### src/rtl/sugar_placer_pkg.sv
// Shared types and constants for the sugar placement engine.
package sugar_placer_pkg;

  // Screen coordinate widths.
  localparam int X_bits = 10;
  localparam int Y_bits = 9;

  // Feedback taps of the 16-bit Galois LFSR that produces candidate positions.
  localparam logic [15:0] PLACER_TAPS = 16'hB400;

  typedef enum logic [2:0] {
    ST_IDLE  = 3'd0,
    ST_GEN_X = 3'd1,
    ST_GEN_Y = 3'd2,
    ST_SCAN  = 3'd3,
    ST_DONE  = 3'd4
  } placer_state_t;

  // One Galois shift: drop the low bit and fold the taps in when it was set.
  function automatic logic [15:0] lfsr_step(input logic [15:0] cur);
    return (cur >> 1) ^ (cur[0] ? PLACER_TAPS : 16'h0000);
  endfunction

endpackage

### src/rtl/sugar_placer_collision_square.sv
// Square-box collision test: a hit when the check point lies strictly inside
// the box of half-width radius centred on the object, on both axes at once.
module collision_square
  import sugar_placer_pkg::*;
(
  input  logic [X_bits-1:0] check_x,
  input  logic [Y_bits-1:0] check_y,
  input  logic [X_bits-1:0] obj_x,
  input  logic [Y_bits-1:0] obj_y,
  input  logic [X_bits-1:0] radius,
  output logic              hit
);

  // Common width so the y distance can be compared against an x-wide radius.
  localparam int CW = (X_bits > Y_bits) ? X_bits : Y_bits;

  logic [X_bits-1:0] dx;
  logic [Y_bits-1:0] dy;

  // Absolute distance per axis, then the strict inside-the-box test.
  always_comb begin
    dx  = (check_x >= obj_x) ? (check_x - obj_x) : (obj_x - check_x);
    dy  = (check_y >= obj_y) ? (check_y - obj_y) : (obj_y - check_y);
    hit = (CW'(dx) < CW'(radius)) && (CW'(dy) < CW'(radius));
  end

endmodule

### src/rtl/sugar_placer.sv
// Sugar placement engine: draws pseudo-random candidates and scans the world
// object table one entry per cycle until a clear spot or the try budget ends.
module sugar_placer
  import sugar_placer_pkg::*;
#(
  parameter int          NUM_OBJ      = 16,
  parameter int          CLEAR_RADIUS = 24,
  parameter int          X_MAX        = 640,
  parameter int          Y_MAX        = 480,
  parameter int          MAX_TRIES    = 32,
  parameter logic [15:0] SEED         = 16'hACE1,
  localparam int         CW           = $clog2(NUM_OBJ + 1),
  localparam int         IW           = $clog2(NUM_OBJ)
)(
  input  logic              Clk,
  input  logic              Reset,
  input  logic              start,
  input  logic [CW-1:0]     obj_count,
  output logic [IW-1:0]     obj_idx,
  input  logic [X_bits-1:0] obj_x,
  input  logic [Y_bits-1:0] obj_y,
  output logic              busy,
  output logic              place_valid,
  output logic              place_fail,
  output logic [X_bits-1:0] place_x,
  output logic [Y_bits-1:0] place_y
);

  localparam int          TW       = $clog2(MAX_TRIES + 1);
  // An all-zero LFSR would lock up, so a zero seed is replaced by 1.
  localparam logic [15:0] SEED_EFF = (SEED == 16'h0000) ? 16'h0001 : SEED;
  localparam logic [31:0] X_LIM    = 32'(X_MAX);
  localparam logic [31:0] Y_LIM    = 32'(Y_MAX);

  placer_state_t     state;
  logic [15:0]       lfsr;
  logic [15:0]       lfsr_next;
  logic [X_bits-1:0] cand_x;
  logic [Y_bits-1:0] cand_y;
  logic [CW-1:0]     count_hold;
  logic [TW-1:0]     tries;
  logic [TW-1:0]     tries_inc;
  logic              success;
  logic              hit;
  logic              out_of_bounds;
  logic              reject;
  logic              last_obj;

  collision_square u_collision (
    .check_x (cand_x),
    .check_y (cand_y),
    .obj_x   (obj_x),
    .obj_y   (obj_y),
    .radius  (X_bits'(CLEAR_RADIUS)),
    .hit     (hit)
  );

  // Per-cycle scan decisions. Bounds are re-tested every SCAN cycle, which only
  // ever matters on the first one: an out-of-range candidate is rejected there.
  always_comb begin
    lfsr_next     = lfsr_step(lfsr);
    out_of_bounds = (32'(cand_x) >= X_LIM) || (32'(cand_y) >= Y_LIM);
    reject        = hit || out_of_bounds;
    tries_inc     = tries + TW'(1);
    last_obj      = (CW'(obj_idx) == (count_hold - CW'(1)));
  end

  // Result pulses come straight from the DONE state, so they are exclusive.
  always_comb begin
    busy        = (state != ST_IDLE);
    place_valid = (state == ST_DONE) && success;
    place_fail  = (state == ST_DONE) && !success;
  end

  // Placement sequencer. place_x/y are loaded on entry to DONE so the accepted
  // coordinate is already visible alongside the place_valid pulse.
  always_ff @(posedge Clk or posedge Reset) begin
    if (Reset) begin
      state      <= ST_IDLE;
      lfsr       <= SEED_EFF;
      cand_x     <= '0;
      cand_y     <= '0;
      count_hold <= '0;
      obj_idx    <= '0;
      tries      <= '0;
      success    <= 1'b0;
      place_x    <= '0;
      place_y    <= '0;
    end else begin
      case (state)
        ST_IDLE: begin
          if (start) begin
            count_hold <= obj_count;
            tries      <= '0;
            state      <= ST_GEN_X;
          end
        end
        ST_GEN_X: begin
          cand_x <= lfsr_next[X_bits-1:0];
          lfsr   <= lfsr_next;
          state  <= ST_GEN_Y;
        end
        ST_GEN_Y: begin
          cand_y  <= lfsr_next[Y_bits-1:0];
          lfsr    <= lfsr_next;
          obj_idx <= '0;
          if (count_hold == '0) begin
            // Empty table: nothing to collide with, accept as drawn.
            success <= 1'b1;
            place_x <= cand_x;
            place_y <= lfsr_next[Y_bits-1:0];
            state   <= ST_DONE;
          end else begin
            state <= ST_SCAN;
          end
        end
        ST_SCAN: begin
          if (reject) begin
            tries   <= tries_inc;
            obj_idx <= '0;
            if (tries_inc == TW'(MAX_TRIES)) begin
              success <= 1'b0;
              state   <= ST_DONE;
            end else begin
              state <= ST_GEN_X;
            end
          end else if (last_obj) begin
            success <= 1'b1;
            place_x <= cand_x;
            place_y <= cand_y;
            obj_idx <= '0;
            state   <= ST_DONE;
          end else begin
            obj_idx <= obj_idx + IW'(1);
          end
        end
        ST_DONE: begin
          state <= ST_IDLE;
        end
        default: begin
          state <= ST_IDLE;
        end
      endcase
    end
  end

endmodule
### config.mk
export PLATFORM = sky130hd
export DESIGN_NAME = sugar_placer
export DESIGN_NICKNAME = d
export VERILOG_FILES = /design/src/rtl/sugar_placer_pkg.sv /design/src/rtl/sugar_placer_collision_square.sv /design/src/rtl/sugar_placer.sv
export SDC_FILE = /design/constraint.sdc
export NUM_CORES = 1
export LEC_CHECK = 0
export CAP_MARGIN = 10
export CELL_PAD_IN_SITES_DETAIL_PLACEMENT = 1
export CELL_PAD_IN_SITES_GLOBAL_PLACEMENT = 1
export CORE_MARGIN = 8
export CORE_UTILIZATION = 35
export DETAILED_ROUTE_END_ITERATION = 6
export DONT_BUFFER_PORTS = 1
export GPL_ROUTABILITY_DRIVEN = 0
export PLACE_DENSITY_LB_ADDON = 0.2
export SYNTH_ARGS = -nofsm -noshare
export SYNTH_HDL_FRONTEND = slang
export SYNTH_SLANG_ARGS = --single-unit
### constraint.sdc
create_clock -name Clk -period 9.4 [get_ports Clk]
set_input_delay 0.47 -clock Clk [delete_from_list [all_inputs] [get_ports Clk]]
set_output_delay 0.47 -clock Clk [all_outputs]
set_load 0.1 [all_outputs]
==> results of run 1 <==
## stage by stage
| stage | std cells | hold WS [ns] |
|---|---|---|
| finish | 689 | 0.281 |
| detailed placement | 673 | 0.481 |
| global placement | 673 | 0.461 |
| CTS | 689 | 0.266 |
| global route | 689 | 0.269 |
| floorplan | 509 | 0.446 |
## cell usage in the layout, fill, tap and decap left out, types with 3 or more instances in the layout
| cell | instances |
|---|---|
| o21ai_1 | 3 |
| mux2i_1 | 5 |
| a31oi_1 | 8 |
| ha_1 | 39 |
| or4_1 | 4 |
| nand3_1 | 5 |
| nand4_1 | 6 |
| nand2_1 | 52 |
| nor2_1 | 21 |
| clkbuf_8 | 3 |
| mux2_1 | 19 |
| a211oi_1 | 4 |
| nor3_1 | 7 |
| nand2b_1 | 6 |
| dfrtp_1 | 65 |
| inv_1 | 53 |
| nor2b_1 | 7 |
| a21boi_0 | 5 |
| a21oi_1 | 24 |
| a21o_1 | 6 |
| o22ai_1 | 6 |
| o21ai_0 | 53 |
| o21a_1 | 8 |
| xor2_1 | 7 |
| mux2_2 | 20 |
| buf_4 | 4 |
| xnor2_1 | 13 |
| dfstp_2 | 8 |
| o211ai_1 | 5 |
| clkbuf_16 | 9 |
## final cells by class
type,instances,area (µm²)
tap,176,220
multi-input combinational,364,2620
inverter,54,203
sequential,73,1840
fill,1501,7930
timing repair buffer,6,85.1
clock inverter,4,26.3
clock buffer,12,267
## flip-flops by register name (all words and copies together), names as in the netlist
signal and count:
tries 6, place_x 10, obj_idx 4, place_y 9
cand_y 9, lfsr 16, success 1, cand_x 10
state 3, count_hold 5
## critical path, cell delays in order, from the launching register on
cell       delay [ns]
dfrtp_1          0.43
ha_1             0.43
a21oi_1          0.22
o21ai_1          0.10
a31oi_1          0.28
a21boi_0         0.37
o2111ai_1        0.18
o22ai_1          0.21
o2111ai_2        0.29
and2_1           0.30
o211ai_2         0.14
buf_4            0.32
mux2_1           0.37
## power by group
group          switching (W)  internal [W]  leakage (nW)
Sequential         0.0000755      0.000342         0.968
Combinational       0.000201      0.000121          1.30
Clock               0.000127      0.000200         0.145
Total               0.000404      0.000662          2.41
## layer usage
metal	GRT usage, %	wire length [µm]
met1	16.9	5540
met3	3.28	451
met4	4.59	141
met5	0	0
met2	23.8	5930
## cells by family (layout without fill, tap and decap cells)
group                      after synthesis  after routing  synth area share, %
AOI/OAI and AO/OA                      141            141                 18.7
xor gates and xnor gates                20             20                 3.71
adders and majority gates               39             39                 10.3
buffers and inverters                   72             76                 5.96
DFF                                     73             73                 38.9
muxes                                   44             44                 10.4
and+or+nand+nor                        120            120                 12.1
## how the worst min path moves through the flow
stage                            start             to  slack [ns]  cells after the start
final                     obj_count[2]  count_hold[2]        0.28                      1
after global placement        lfsr[12]       lfsr[12]        0.46                      2
after detailed placement      lfsr[12]       lfsr[12]        0.48                      2
after floorplan               lfsr[12]       lfsr[12]        0.45                      2
after CTS                 obj_count[0]  count_hold[0]        0.27                      1
after global routing      obj_count[4]  count_hold[4]        0.27                      1
==> metrics.cfg, run 1 <==
[run_status]
status = finished clean

[sta]
final.setup.worst_slack_ns = 5.64
hold_viol_final = 0
tightest_slew_ns = 1.08
setup_viol = 0
rsz0062_at_grt = no
slew_violations = 0
finClkSkew_ns = 0.00624
slew_headroom_pct = 28.1
fin_setup_tns_ns = 0
fin_crit_sh_pct = 40.0
finalCriticalPeriod_ns = 3.76
fmax_ghz = 0.266

[placement]
dpl_cell_area_um2 = 4970
hpwl_mm = 9.35
port_buffers = 0
post-place-ws_ns = 5.59

[grt]
first_global_vias = 3806
overflow = 0
grt_pass1_wl_mm = 19.7
grt_max_degree = 74
grt_use_total_pct = 14.0
antenna_found_initial = 0

[synth]
yosys_warnings = 0
synth_most_common_cell = dfrtp_1
synthArstFlopShare_pct = 100
synth_common_cells = dfrtp_1 (65), inv_1 (54), o21ai_0 (53)
synth_edf_count = 0
synth_cell_types = 55
yosys.area.top_type_share_pct = 34.4
ys_seq_elements = 73
yosys_most_used_dff = dfrtp_1
yosysTopAreaCell = dfrtp_1
synth_area_um2 = 4720
ys_seq_area_share_pct = 38.9
syn_avg_cell_area_um2 = 9.28
syn_nets = 575
netlist_instances = 509
synth_area_leaders = dfrtp_1 (34%), ha_1 (10%), o21ai_0 (5.6%)

[drt]
dr_total_vias = 3644
ant_nets = 0
firstDrtPassIters = 4
finalWirelength_mm = 12.1
initialDrtViolationCount = 136
drc = 0
viasPerCell = 5.29
wl_per_cell_um = 17.5

[clock_network]
htreeDepth = 3
cts_buffers = 9
cts_hold_buf = 0
cts_sinks = 73
clkSlewWorstSetupHoldPaths_ns = 0.06
cts_tree = yes
cts_setup_buffers = 0
cts_resized = 0
clk_path_buf_depth = 2
clock_latency_ns = 0.34
cts_root_buf = clkbuf_16

[critical_path]
path_class = reg -> reg
reg2reg_from = cand_x[7]
r2r_slack_ns = 5.64
crit_arrival_ns = 3.98
required_ns = 9.62
worst_r2r_endpoint = place_x[4]
crit_start = cand_x[7]
crit_end = place_x[4]
worstSetupEndpointType = flip-flop
critPathMaxFanout = 20
cp-start-kind = flip-flop
reg2reg_depth = 12

[die]
initial_core_util_pct = 35.8
die_h_um = 132
die_w_um = 132
die_area_um2 = 17500
core_um2 = 13200
rows = 42
ioPinCount = 53

[finish]
antenna_cells = 0
syn2layout_area_growth_pct = 11.4
layout-drive-gt1-share_pct = 11.5
num-nets-final = 574
finalInstanceArea_um2 = 5260
final_util_pct = 39.9

[power]
p_leak_nw = 2.41
ir_worst_vdd_mv = 0.196
power_density_nw_per_um2 = 203
power_w = 0.00107

[flow_run]
max-cap-violations = 0

[worst_hold_path]
hp-class = in -> reg

(Power assumes the default switching activity.)
==> run 2: changes to the inputs <==
==> constraint.sdc (replaced) <==
create_clock -name Clk -period 3.55 [get_ports Clk]
set_input_delay 0.1775 -clock Clk [delete_from_list [all_inputs] [get_ports Clk]]
set_output_delay 0.1775 -clock Clk [all_outputs]
set_load 0.1 [all_outputs]
==> run 2 against run 1 <==
Against the previous run: combinational power grew to 3.7 times the previous value; register-to-register slack worse by 5.5 ns; clock power rose to 3.0 times the previous value; worst setup slack worse by 5.5 ns; sequential power grew 140%; largest cell class unchanged; highest routed layer unchanged.
==> metrics.cfg, run 2 (same netlist as run 1, synthesis figures left out) <==
[drt]
wl_per_cell_um = 17.7  ; +1.1%
drc = 0  ; unchanged
initialDrtViolationCount = 134  ; -1.5%
viasPerCell = 5.22  ; -1.3%
finalWirelength_mm = 12.7  ; +5.3%
dr_total_vias = 3749  ; +2.9%
ant_nets = 0  ; unchanged
firstDrtPassIters = 4  ; unchanged

[sta]
hold_viol_final = 0  ; unchanged
setup_viol = 0  ; unchanged
fin_crit_sh_pct = 97.0  ; +57 points
finalCriticalPeriod_ns = 3.44  ; -0.320 ns
slew_violations = 0  ; unchanged
rsz0062_at_grt = yes
fmax_ghz = 0.290  ; +9.3%
tightest_slew_ns = 0.969  ; -0.110 ns
slew_headroom_pct = 35.4  ; +7.3 points
finClkSkew_ns = 0.00429  ; -0.00196 ns
fin_setup_tns_ns = 0  ; unchanged

[grt]
overflow = 0  ; unchanged
grt_max_degree = 50  ; -32%
met1_usage_pct = 17.8  ; +0.91 points
grt_use_met2_pct = 24.0  ; +0.20 points
antenna_found_initial = 0  ; unchanged
grt_use_total_pct = 14.4  ; +0.41 points
grtUsageMet3_pct = 3.47  ; +0.19 points
first_global_vias = 3911  ; +2.8%
busiest_layer = met2
grt_pass1_wl_mm = 20.4  ; +3.5%

[die]
die_w_um = 132  ; unchanged
core_um2 = 13200  ; unchanged
rows = 42  ; unchanged
initial_core_util_pct = 35.8  ; unchanged
die_area_um2 = 17500  ; unchanged
die_h_um = 132  ; unchanged
ioPinCount = 53  ; unchanged

[finish]
syn2layout_area_growth_pct = 22.1
final_common_cell = dfrtp_1
antenna_cells = 0  ; unchanged
num-nets-final = 603  ; +5.1%
largestRegisters = lfsr x16, cand_x x10, place_x x10
final_util_pct = 43.7  ; +3.8 points
layout-drive-gt1-share_pct = 20.8  ; +9.3 points
final_cell_mix = dfrtp_1 (64), inv_1 (53), o21ai_0 (53)
largest_register_ffs = 16  ; unchanged
regMostFlops = lfsr
final_cells = 718  ; +4.2%
finalInstanceArea_um2 = 5760  ; +9.6%

[critical_path]
r2r_slack_ns = 0.11  ; -5.53 ns
critical_path.top_delay_family = compound AO/OA/AOI/OAI gates
cp_slowest_cell = dfrtp_2
worst_r2r_endpoint = place_x[6]
cp-start-kind = flip-flop
worstSetupEndpointType = flip-flop
path_buf_inv = 2  ; +1
critPathMaxStageDelay_ns = 0.44  ; about the same
reg2reg_from = cand_x[1]
path_class = reg -> reg
required_ns = 3.76  ; -5.86 ns
crit_end = place_x[6]
path_depth = 13  ; +1
reg2reg_depth = 13  ; +1
crit_arrival_ns = 3.66  ; -0.32 ns
critPathMaxFanout = 8  ; -60%
worstPathCellList = ha_4 -> nor2b_4 -> o31a_1 -> o41ai_4 -> xor2_1 -> o2111ai_2 -> o22ai_2 -> o2111ai_4 -> and2_4 -> o211ai_4 -> buf_6 -> clkbuf_16 -> mux2_4
crit_start = cand_x[1]

[clock_network]
cts_sinks = 73  ; unchanged
clkSlewWorstSetupHoldPaths_ns = 0.06  ; about the same
cts_buffers = 9  ; unchanged
cts_tree = yes
htreeDepth = 3  ; unchanged
clk_path_buf_depth = 2  ; unchanged
cts_root_buf = clkbuf_16
clock_latency_ns = 0.33  ; about the same

[run_status]
status = finished clean

[placement]
hpwl_mm = 9.54  ; +2.1%
dpl_cell_area_um2 = 5090  ; +2.5%
port_buffers = 0  ; unchanged
dp.cells = 688  ; +2.2%

[flow_run]
max-cap-violations = 0  ; unchanged

[power]
p_leak_nw = 2.64  ; +9.4%
ir_worst_vdd_mv = 0.546  ; +180%
power_w = 0.00318  ; +200%
power_density_nw_per_um2 = 551  ; +170%

[worst_hold_path]
hp-class = in -> reg

-- run 2: routing by layer --
layer  wire length, µm  part of all wire, %
met5                 0                    0
met4               163                  1.3
met3               416                  3.3
met2              6290                   49
met1              5840                   46
-- run 2: cell type report --
type                            count  area, µm²
Fill cell                        1496       7430
Clock inverter                      6       91.3
Sequential cell                    73       1840
Timing Repair Buffer               35        380
Multi-Input combinational cell    364       2790
Inverter                           54        203
Tap cell                          176        220
Clock buffer                       10        239
-- run 2: worst reg2reg max path: stages, from the launching register on --
cell       delay (ns)
dfrtp_2          0.44
ha_4             0.25
nor2b_4          0.12
o31a_1           0.35
o41ai_4          0.32
xor2_1           0.24
o2111ai_2        0.16
o22ai_2          0.23
o2111ai_4        0.19
and2_4           0.21
o211ai_4         0.20
buf_6            0.13
clkbuf_16        0.15
mux2_4           0.31
-- run 2: metrics by stage --
step                      hold slack (ns)  worst slack, ns
final                               0.247            0.106
after floorplan                     0.328           -0.301
after CTS                           0.241           0.0734
after detailed placement            0.161           0.0884
after global placement              0.146            0.178
after global routing                0.300          -0.0206
-- run 2: worst min path at each step --
stage / startpoint / end / depth (start not counted)
after CTS: start / state[0] / 2
after global placement: Reset / tries[1] / 1
final: start / state[0] / 2
after floorplan: obj_count[0] / count_hold[0] / 1
after global routing: start / state[0] / 2
after detailed placement: Reset / tries[1] / 1
-- run 2: what timing repair did --
| action | CTS | global route |
|---|---|---|
| setup endpoints to repair | 0 | 20 |
| setup buffers | 0 | 6 |
| hold buffers | 6 | 0 |
| gates resized for setup | 0 | 42 |
| hold endpoints to repair | 29 | 0 |
-- run 2: power by group --
group / total (W) / switching [W] / internal [W]
combinational: 0.00118 / 0.000699 / 0.000482
clock: 0.000989 / 0.000354 / 0.000635
sequential: 0.00101 / 0.000100 / 0.000908
==> run 3: changes to the inputs <==
--- a/config.mk
+++ b/config.mk
@@ -9,7 +9,7 @@
 export CELL_PAD_IN_SITES_DETAIL_PLACEMENT = 1
 export CELL_PAD_IN_SITES_GLOBAL_PLACEMENT = 1
 export CORE_MARGIN = 8
-export CORE_UTILIZATION = 35
+export CORE_UTILIZATION = 49
 export DETAILED_ROUTE_END_ITERATION = 6
 export DONT_BUFFER_PORTS = 1
 export GPL_ROUTABILITY_DRIVEN = 0
==> run 3 against run 2 <==
Against the previous run: utilization rose by 13 points; flip-flop and latch count did not move; routed wire length barely moved; power fell by 12%; via count rose by 0.56%; clock power fell by 31%; non-clock buffer count fell by 4; sequential power barely moved; sequential share of layout area rose by 1.9 points; register-to-register slack improved by 0.02 ns; critical path type unchanged; critical endpoint is now place_x[5]; largest cell class unchanged; highest routed layer unchanged.
==> metrics.cfg, run 3 (same netlist as run 1, synthesis figures left out) <==
[worst_hold_path]
hold_start = start
hp-class = in -> reg

[flow_run]
max-cap-violations = 0  ; unchanged

[critical_path]
crit_start = cand_x[1]
critPathMaxStageDelay_ns = 0.44  ; about the same
worstPathCellList = ha_4 -> nor2b_1 -> o31a_1 -> o41ai_2 -> xor2_1 -> o2111ai_1 -> o22ai_1 -> o2111ai_2 -> and2_4 -> o211ai_4 -> clkbuf_16 -> mux2_1
critPathMaxFanout = 5  ; -3
r2r_slack_ns = 0.12  ; +0.02 ns
path_class = reg -> reg
reg2reg_from = cand_x[1]
required_ns = 3.77  ; about the same
cp-start-kind = flip-flop
critical_path.top_delay_family = compound AO/OA/AOI/OAI gates
worstSetupEndpointType = flip-flop
cp_slowest_cell = dfrtp_2
crit_arrival_ns = 3.65  ; about the same
path_buf_inv = 1  ; -1

[sta]
slew_headroom_pct = 36.3  ; +0.90 points
final.setup.worst_slack_ns = 0.125  ; +0.0184 ns
fin_crit_sh_pct = 96.5  ; -0.52 points
fin_setup_tns_ns = 0  ; unchanged
finClkSkew_ns = 0.00750  ; +0.00321 ns
finalCriticalPeriod_ns = 3.43  ; -0.0184 ns
tightest_slew_ns = 0.955  ; -0.0134 ns
fmax_ghz = 0.292  ; +0.54%
slew_violations = 0  ; unchanged
hold_viol_final = 0  ; unchanged
setup_viol = 0  ; unchanged

[die]
die_h_um = 114  ; -14%
core_um2 = 9550  ; -28%
die_area_um2 = 13000  ; -25%
ioPinCount = 53  ; unchanged
rows = 36  ; -14%
initial_core_util_pct = 49.4  ; +14 points
die_w_um = 114  ; -14%

[power]
power.switching_w = 0.00110  ; -5.1%
switching_share_pct = 39.0  ; +2.7 points
combPwrFrac_pct = 39.9  ; +2.7 points
p_leak_nw = 2.51  ; -4.7%
power_density_nw_per_um2 = 517  ; -6.3%
intPower_w = 0.00171  ; -15%
seqPwrFrac_pct = 35.9  ; +4.2 points
p_clk_share_pct = 24.2  ; -6.9 points
ir_worst_vdd_mv = 0.592  ; +8.3%

[drt]
viasPerCell = 5.62  ; +7.6%
dr_total_vias = 3770  ; +0.56%
wl_per_cell_um = 19.0  ; +7.1%
ant_nets = 0  ; unchanged
finalWirelength_mm = 12.7  ; about the same
initialDrtViolationCount = 184  ; +37%
firstDrtPassIters = 4  ; unchanged
drc = 0  ; unchanged

[placement]
dp.cells = 644  ; -6.4%
port_buffers = 0  ; unchanged
hpwl_mm = 9.42  ; -1.3%
post-place-ws_ns = 0.101  ; +0.0124 ns

[clock_network]
cts_tree = yes
cts_sinks = 73  ; unchanged
clock_latency_ns = 0.34  ; about the same
clk_path_buf_depth = 2  ; unchanged
cts_root_buf = clkbuf_8
htreeDepth = 3  ; unchanged
clkSlewWorstSetupHoldPaths_ns = 0.07  ; about the same
cts_buffers = 9  ; unchanged

[grt]
overflow = 0  ; unchanged
grt_use_met2_pct = 34.4  ; +10 points
grt_max_degree = 29  ; -42%
grt_pass1_wl_mm = 20.5  ; +0.13%
first_global_vias = 4005  ; +2.4%
grt_use_total_pct = 19.7  ; +5.3 points
busiest_layer = met2
antenna_found_initial = 0  ; unchanged
met1_usage_pct = 23.7  ; +6.0 points
grtUsageMet3_pct = 3.48  ; +0.013 points

[finish]
largestRegisters = lfsr x16, cand_x x10, place_x x10
final_common_cell = dfrtp_1
final_cells = 671  ; -6.5%
antenna_cells = 0  ; unchanged
layout-drive-gt1-share_pct = 16.4  ; -4.5 points
final_cell_mix = dfrtp_1 (64), inv_1 (53), o21ai_0 (53)
regMostFlops = lfsr
largest_register_ffs = 16  ; unchanged
syn2layout_area_growth_pct = 15.2
num-nets-final = 599  ; -0.66%

[run_status]
status = finished clean

## run 3: path summary, 6_finish.rpt
kind / cells past startpoint / to
worst max-delay path: 12 / place_x[5]
worst min-delay path: 2 / state[0]
worst min register to register: 2 / lfsr[10]
worst max register to register: 12 / place_x[5]
max in group asynchronous: 3 / lfsr[7]
min in group asynchronous: 2 / lfsr[14]
## run 3: per-layer routing
layer | wire length [µm] | share of wire (%)
met2 | 6490 | 51
met1 | 5590 | 44
met5 | 0 | 0
met3 | 442 | 3.5
met4 | 198 | 1.6
## run 3: cell type report
class,instances,area (µm²)
inverter,54,203
timing repair buffer,31,322
fill,1097,4110
multi-input combinational,364,2700
sequential,73,1840
tap,133,166
clock buffer,14,173
clock inverter,2,35.0
## run 3: what timing repair did
action | CTS | global route
buffers inserted | 0 | 3
resized for setup | 0 | 19
setup endpoints to repair | 0 | 20
hold endpoints to repair | 22 | 0
hold buffers | 6 | 0
## run 3: metrics by stage
step                      area [µm²]  hold WS, ns  power [W]  util [%]
after floorplan                 4720        0.328    0.00177         -
after global placement          5030       0.0950    0.00201      52.7
after detailed placement        5030        0.106    0.00205      52.7
after CTS                       5300        0.255    0.00274      55.5
after global routing            5440        0.313    0.00296      57.0
final                           5440        0.280    0.00281      57.0
## run 3: worst reg2reg max path, cell delays in order, from the launching register on
cell	delay, ns
dfrtp_2	0.44
ha_4	0.23
nor2b_1	0.14
o31a_1	0.33
o41ai_2	0.36
xor2_1	0.17
o2111ai_1	0.11
o22ai_1	0.23
o2111ai_2	0.21
and2_4	0.21
o211ai_4	0.33
clkbuf_16	0.23
mux2_1	0.32
## run 3: power groups by stage
stage	Clock, W	Sequential [W]	Combinational (W)
2_1_floorplan	0	0.00107	0.000703
3_3_place_gp	0	0.00102	0.000992
5_1_grt	0.000717	0.00102	0.00122
3_5_place_dp	0	0.00102	0.00102
6_report	0.000679	0.00101	0.00112
4_1_cts	0.000690	0.00101	0.00104
